[config.mk]
export PLATFORM = sky130hd
export DESIGN_NAME = hwpe_dma_loader
export DESIGN_NICKNAME = d
export VERILOG_FILES = /design/src/rtl/hwpe_dma_loader.sv
export SDC_FILE = /design/constraint.sdc
export NUM_CORES = 1
export LEC_CHECK = 0
export CORE_ASPECT_RATIO = 1.5
export CORE_UTILIZATION = 42
export DETAILED_ROUTE_END_ITERATION = 12
export PLACE_DENSITY = 0.81
export SLEW_MARGIN = 0
export SYNTH_ARGS = -nofsm -noshare
export SYNTH_HDL_FRONTEND = slang
export SYNTH_SLANG_ARGS = --single-unit
[constraint.sdc]
create_clock -name clk -period 9.8 [get_ports clk]
set_input_delay 1.96 -clock clk [delete_from_list [all_inputs] [get_ports clk]]
set_output_delay 1.96 -clock clk [all_outputs]
set_load 0.05 [all_outputs]
[src/rtl/hwpe_dma_loader.sv]
// hwpe_dma_loader: preloads the HWPE feature-map and kernel SRAMs from a
// source memory. Phases run in the order fmap half 1, fmap half 2, kernel;
// each read beat is forwarded to the HWPE DMA write port one cycle after it
// arrives, and done pulses once all three phases have completed.
module hwpe_dma_loader #(
    parameter int                ADDR_W     = 16,
    parameter int                SRC_AW     = 32,
    parameter int                LEN_W      = 12,
    parameter logic [ADDR_W-1:0] FMEM_ADDR2 = 16'h0800,
    parameter logic [ADDR_W-1:0] KMEM_BASE  = 16'h1000,
    parameter int                MAX_OUTST  = 4
) (
    input  logic              clk,
    input  logic              rst,
    input  logic              start,
    input  logic [SRC_AW-1:0] fmap_src,
    input  logic [LEN_W-1:0]  fmap_beats,
    input  logic [SRC_AW-1:0] fmap2_off,
    input  logic [SRC_AW-1:0] kern_src,
    input  logic [LEN_W-1:0]  kern_beats,
    output logic              rd_cmd_valid,
    input  logic              rd_cmd_ready,
    output logic [SRC_AW-1:0] rd_cmd_addr,
    input  logic              rd_rsp_valid,
    output logic              rd_rsp_ready,
    input  logic [63:0]       rd_rsp_data,
    input  logic              rd_rsp_err,
    output logic              dma_wen,
    output logic [ADDR_W-1:0] dma_wa,
    output logic [63:0]       dma_wd,
    output logic              busy,
    output logic              done,
    output logic              err
);

    typedef enum logic [2:0] {IDLE, F1, F2, KR, FIN} state_t;

    localparam logic [LEN_W-1:0] OUTST_LIMIT = LEN_W'(MAX_OUTST);
    localparam logic [LEN_W-1:0] ONE         = LEN_W'(1);

    state_t            state;
    logic [SRC_AW-1:0] cfg_fmap_src;
    logic [SRC_AW-1:0] cfg_fmap2_src;
    logic [SRC_AW-1:0] cfg_kern_src;
    logic [LEN_W-1:0]  cfg_fmap_beats;
    logic [LEN_W-1:0]  cfg_kern_beats;
    logic [LEN_W-1:0]  cmd_cnt;
    logic [LEN_W-1:0]  rsp_cnt;

    logic              in_phase;
    logic [LEN_W-1:0]  cur_beats;
    logic [SRC_AW-1:0] cur_src;
    logic [ADDR_W-1:0] cur_dst;
    logic [LEN_W-1:0]  outst;
    logic              cmd_fire;
    logic              rsp_fire;
    logic              rsp_last;
    state_t            next_phase;

    // Select the source/destination bases and beat count of the active phase
    // and work out which phase follows it, skipping zero-length phases.
    always_comb begin
        in_phase   = 1'b0;
        cur_beats  = '0;
        cur_src    = '0;
        cur_dst    = '0;
        next_phase = FIN;
        case (state)
            F1: begin
                in_phase   = 1'b1;
                cur_beats  = cfg_fmap_beats;
                cur_src    = cfg_fmap_src;
                cur_dst    = '0;
                next_phase = F2;
            end
            F2: begin
                in_phase   = 1'b1;
                cur_beats  = cfg_fmap_beats;
                cur_src    = cfg_fmap2_src;
                cur_dst    = FMEM_ADDR2;
                next_phase = (cfg_kern_beats != '0) ? KR : FIN;
            end
            KR: begin
                in_phase   = 1'b1;
                cur_beats  = cfg_kern_beats;
                cur_src    = cfg_kern_src;
                cur_dst    = KMEM_BASE;
                next_phase = FIN;
            end
            default: begin
                in_phase   = 1'b0;
            end
        endcase
    end

    assign outst        = cmd_cnt - rsp_cnt;
    assign rd_cmd_valid = in_phase && (cmd_cnt < cur_beats) && (outst < OUTST_LIMIT);
    assign rd_cmd_addr  = cur_src + (SRC_AW'(cmd_cnt) << 3);
    assign rd_rsp_ready = in_phase;
    assign busy         = (state != IDLE);
    assign done         = (state == FIN);
    assign cmd_fire     = rd_cmd_valid && rd_cmd_ready;
    assign rsp_fire     = rd_rsp_valid && rd_rsp_ready;
    assign rsp_last     = rsp_fire && ((rsp_cnt + ONE) == cur_beats);

    // Phase sequencer: latches the configuration on start, counts commands
    // and responses, and moves on when the last response of a phase lands.
    always_ff @(posedge clk) begin
        if (rst) begin
            state          <= IDLE;
            cfg_fmap_src   <= '0;
            cfg_fmap2_src  <= '0;
            cfg_kern_src   <= '0;
            cfg_fmap_beats <= '0;
            cfg_kern_beats <= '0;
            cmd_cnt        <= '0;
            rsp_cnt        <= '0;
        end else begin
            case (state)
                IDLE: begin
                    if (start) begin
                        cfg_fmap_src   <= fmap_src;
                        cfg_fmap2_src  <= fmap_src + fmap2_off;
                        cfg_kern_src   <= kern_src;
                        cfg_fmap_beats <= fmap_beats;
                        cfg_kern_beats <= kern_beats;
                        cmd_cnt        <= '0;
                        rsp_cnt        <= '0;
                        if (fmap_beats != '0)
                            state <= F1;
                        else if (kern_beats != '0)
                            state <= KR;
                        else
                            state <= FIN;
                    end
                end
                F1, F2, KR: begin
                    if (rsp_last) begin
                        cmd_cnt <= '0;
                        rsp_cnt <= '0;
                        state   <= next_phase;
                    end else begin
                        if (cmd_fire)
                            cmd_cnt <= cmd_cnt + ONE;
                        if (rsp_fire)
                            rsp_cnt <= rsp_cnt + ONE;
                    end
                end
                FIN: begin
                    state <= IDLE;
                end
                default: begin
                    state <= IDLE;
                end
            endcase
        end
    end

    // Write port and sticky error: each accepted beat is written one cycle
    // later at the phase destination base plus its beat offset.
    always_ff @(posedge clk) begin
        if (rst) begin
            dma_wen <= 1'b0;
            dma_wa  <= '0;
            dma_wd  <= '0;
            err     <= 1'b0;
        end else begin
            dma_wen <= 1'b0;
            if (rsp_fire) begin
                dma_wen <= 1'b1;
                dma_wa  <= cur_dst + (ADDR_W'(rsp_cnt) << 3);
                dma_wd  <= rd_rsp_data;
                if (rd_rsp_err)
                    err <= 1'b1;
            end
            if (state == IDLE && start)
                err <= 1'b0;
        end
    end

endmodule

==> parameters.txt <==
Parameter                              Value

Status
  Outcome    complete, no violations

Clock network
  # resized after CTS    0
  Clock Pin Slew Worst Setup and Hold Paths    approximately 70 ps
  Clock latency reported for the late side of the worst-skew pair    roughly 530 ps
  Clock tree sinks    approximately 230
  Clk Tree Root Cell    clkbuf_16
  CTS H-Tree Depth    1
  Number of buffers on the longest clock path    3
  CTS tree    done
  CTS Hold Bufs    0
  Setup repair bufs after CTS    0
  Number of buffers created by CTS    22

Synth
  Post-Synthesis Mean Instance Area    between 7 and 8 um2
  Synth Register Bits    around 230
  Share of the synthesized area in the top cell type    a little over a third
  Predominant post-synthesis flop cell    dfxtp_1
  Commonest cells post-synth    435 x nand2_1, 246 x a21oi_1, 226 x dfxtp_1
  Cell area after technology mapping    roughly 13000 um2
  Number of warning messages in the yosys log    0
  Cells after Synth    1669
  Library cell with the highest instance count after synthesis    nand2_1
  Number of flops mapped to enable cells by yosys    0
  Fraction of registers with async set/reset    0%
  Sequential cell area fraction in the yosys report    35.5%
  Yosys cell types    70
  Cell type with the highest aggregate area in the netlist    dfxtp_1
  Cells taking the most area after synthesis    dfxtp_1 35%, nand2_1 13%, a21oi_1 9.7%

Power and ir drop
  IR drop worst, VDD    between 0.09 and 0.1 mV
  Static Leakage    between 6 and 7 nW
  Total Power Consumption    approximately 3.4 mW
  Cell area power density    205 nW/um2

Timing
  Max Clock Freq    approximately 130 MHz
  Setup repair after global routing missed its margin    no
  Crit share post-route    about four fifths
  Final Critical Period    roughly 8000 ps
  Hold Worst Slack    between 400 and 500 ps
  Count of endpoints failing hold in the final timing report    0
  Slew margin rel.    27.8%
  Number of setup violations in the final report    0
  Total negative slack    0 ps
  Max Transition Viols Final    0
  Setup clock skew after layout    roughly 12 ps
  Slew at the pin closest to its max-slew limit    1080 ps

GRT
  Global-route wire length before repair    64200 um
  Total routing resource utilization after global routing    a little over a quarter
  Maximum number of pins on one net before global-route repair    140
  Sum of overflow across all layers after global routing    0
  Number of global-route vias before repair    between 10000 and 15000
  Antenna violations before repair    1

Routing
  DR pass1 iterations    5
  Via density per instance    approximately 5.6
  DR vias    approximately 13000
  Routed wirelength normalized by instance count    about 18 um
  DRC violations left    0
  Antenna Violating Nets Remaining    0
  Total length of routed wires    roughly 42000 um
  Detailed Route Iter0 Violations    approximately 880

Layout
  Sequential cell area    between 4000 and 5000 um2
  Utilization after layout    a little under three fifths
  Area of combinational cells with multiple inputs    about 7700 um2
  Share of post-route cells with drive strength above 1    5.79%
  Final Net Count    about 2200
  Number of fill cells in the layout    ~2700
  Layout-stage area growth over the synthesis result    31.0%

Job
  Max Cap Violations    0

Setup path
  Critical path data required time    7840 ps
  CP max-delay cell    clkdlybuf4s50_1
  Kind of end point of the critical path    primary output
  Family with the most delay on the worst path    compound AO/OA/AOI/OAI gates
  Critical path data arrival time    5880 ps
  Most frequent cell on the critical path    a21oi_1
  Critical path cell sequence    buf_4 > mux2_2 > a22oi_1 > nor2_1 > ha_1 > fa_1 > a21o_1 > a21oi_1 > o21bai_1 > a21oi_1 > o21a_1 > o21ai_0 > o311ai_1 > and3b_1 > xor2_1 > clkdlybuf4s50_1
  Critical setup path kind    reg -> out
  Maximum cell stage delay along the critical path    ~830 ps
  Number of buffers and inverters on the critical path    2
  Type of element launching the critical path    flip-flop
  Largest fanout on the critical path    19

Placement
  DPL Wire Length    31000 um
  Input/output buffers    between 300 and 400
  Routability congestion estimate from global placement    approximately 0.92

Floorplan
  Floorplan row count    77
  Starting Density    a little over two fifths
  Io pins    just over 300
  Area of the core    approximately 30000 um2
  Die Outline Area    31100 um2
  Chip Height    ~220 um
  Die Span X    about 140 um

Min path
  Tightest Hold Check Type    reg -> reg
## placed cells by master (no fill, tap or decap), drive strengths merged, types with 22 or more instances in the layout
cell and count:
a21oi 246, xor2 30, nor2 82, o21ai 27
nand3 43, mux2 44, dfxtp 226, nand2 435
inv 30, a21o 22, clkdlybuf4s50 303, clkbuf 29
a22oi 31, xnor2 37, ha 68
## report_power, final
part	switching (mW)	internal, mW	total, mW
Clock	0.382	0.492	0.874
Combinational	0.849	0.477	1.33
Sequential	0.126	1.10	1.22
Total	1.36	2.06	3.42
## worst paths after layout
check                  start               to  slack (ps)  cells after the start
setup / recovery    state[1]  rd_cmd_addr[31]        1960                     16
hold / removal    dma_wa[13]       dma_wa[13]         450                      2
setup reg to reg    state[1]       cmd_cnt[7]        4410                     14
hold reg to reg   dma_wa[13]       dma_wa[13]         450                      2
## routing by layer
metal  share of wire (%)  wire length [um]  GRT usage [%]
met1                  37             15400           28.1
met2                  51             21300           47.4
met3                 6.6              2750           4.26
met4                 5.4              2250           14.8
met5                   0                 0              0
## area by class of cell
cell class                      instances  area share (%)
Multi-Input combinational cell       1309            46.2
Antenna cell                            1          0.0150
Clock inverter                         10           0.734
Clock buffer                           29            3.63
Timing Repair Buffer                  314            18.7
Tap cell                              395            2.96
Sequential cell                       226            27.1
Inverter                               30           0.674
## worst min-delay path, stage by stage (launching register included)
cell	delay (ps)
dfxtp_1	310
nand2_1	50
a21oi_1	50
## logic make-up (layout without fill, tap and decap cells)
logic type	count (synthesis)	in the layout	share of synthesized area [%]
compound gates	443	443	21.4
simple gates	676	676	22.7
fa+ha+maj	71	71	7.14
other cells	1	4	0.0294
mux	48	48	4.20
buf+inv	136	383	4.22
xor+xnor	68	68	4.78
flops	226	226	35.5
## sequential cells by signal, summed over array words and instances, names as in the netlist
register	cells
cfg_kern_src	32
dma_wd	64
err	1
cfg_fmap_src	32
rsp_cnt	12
dma_wa	13
cfg_fmap_beats	12
cfg_fmap2_src	32
cfg_kern_beats	12
dma_wen	1
state	3
cmd_cnt	12
## through the flow
stage | worst slack, ps | cell area, um2 | cells
2_1_floorplan | 2680 | 12800 | 1671
3_3_place_gp | 2480 | 16000 | 2274
3_5_place_dp | 2290 | 16000 | 2274
4_1_cts | 1680 | 16700 | 2313
5_1_grt | 1470 | 16700 | 2314
6_report | 1960 | 16700 | 2314
(Power assumes the default switching activity.)
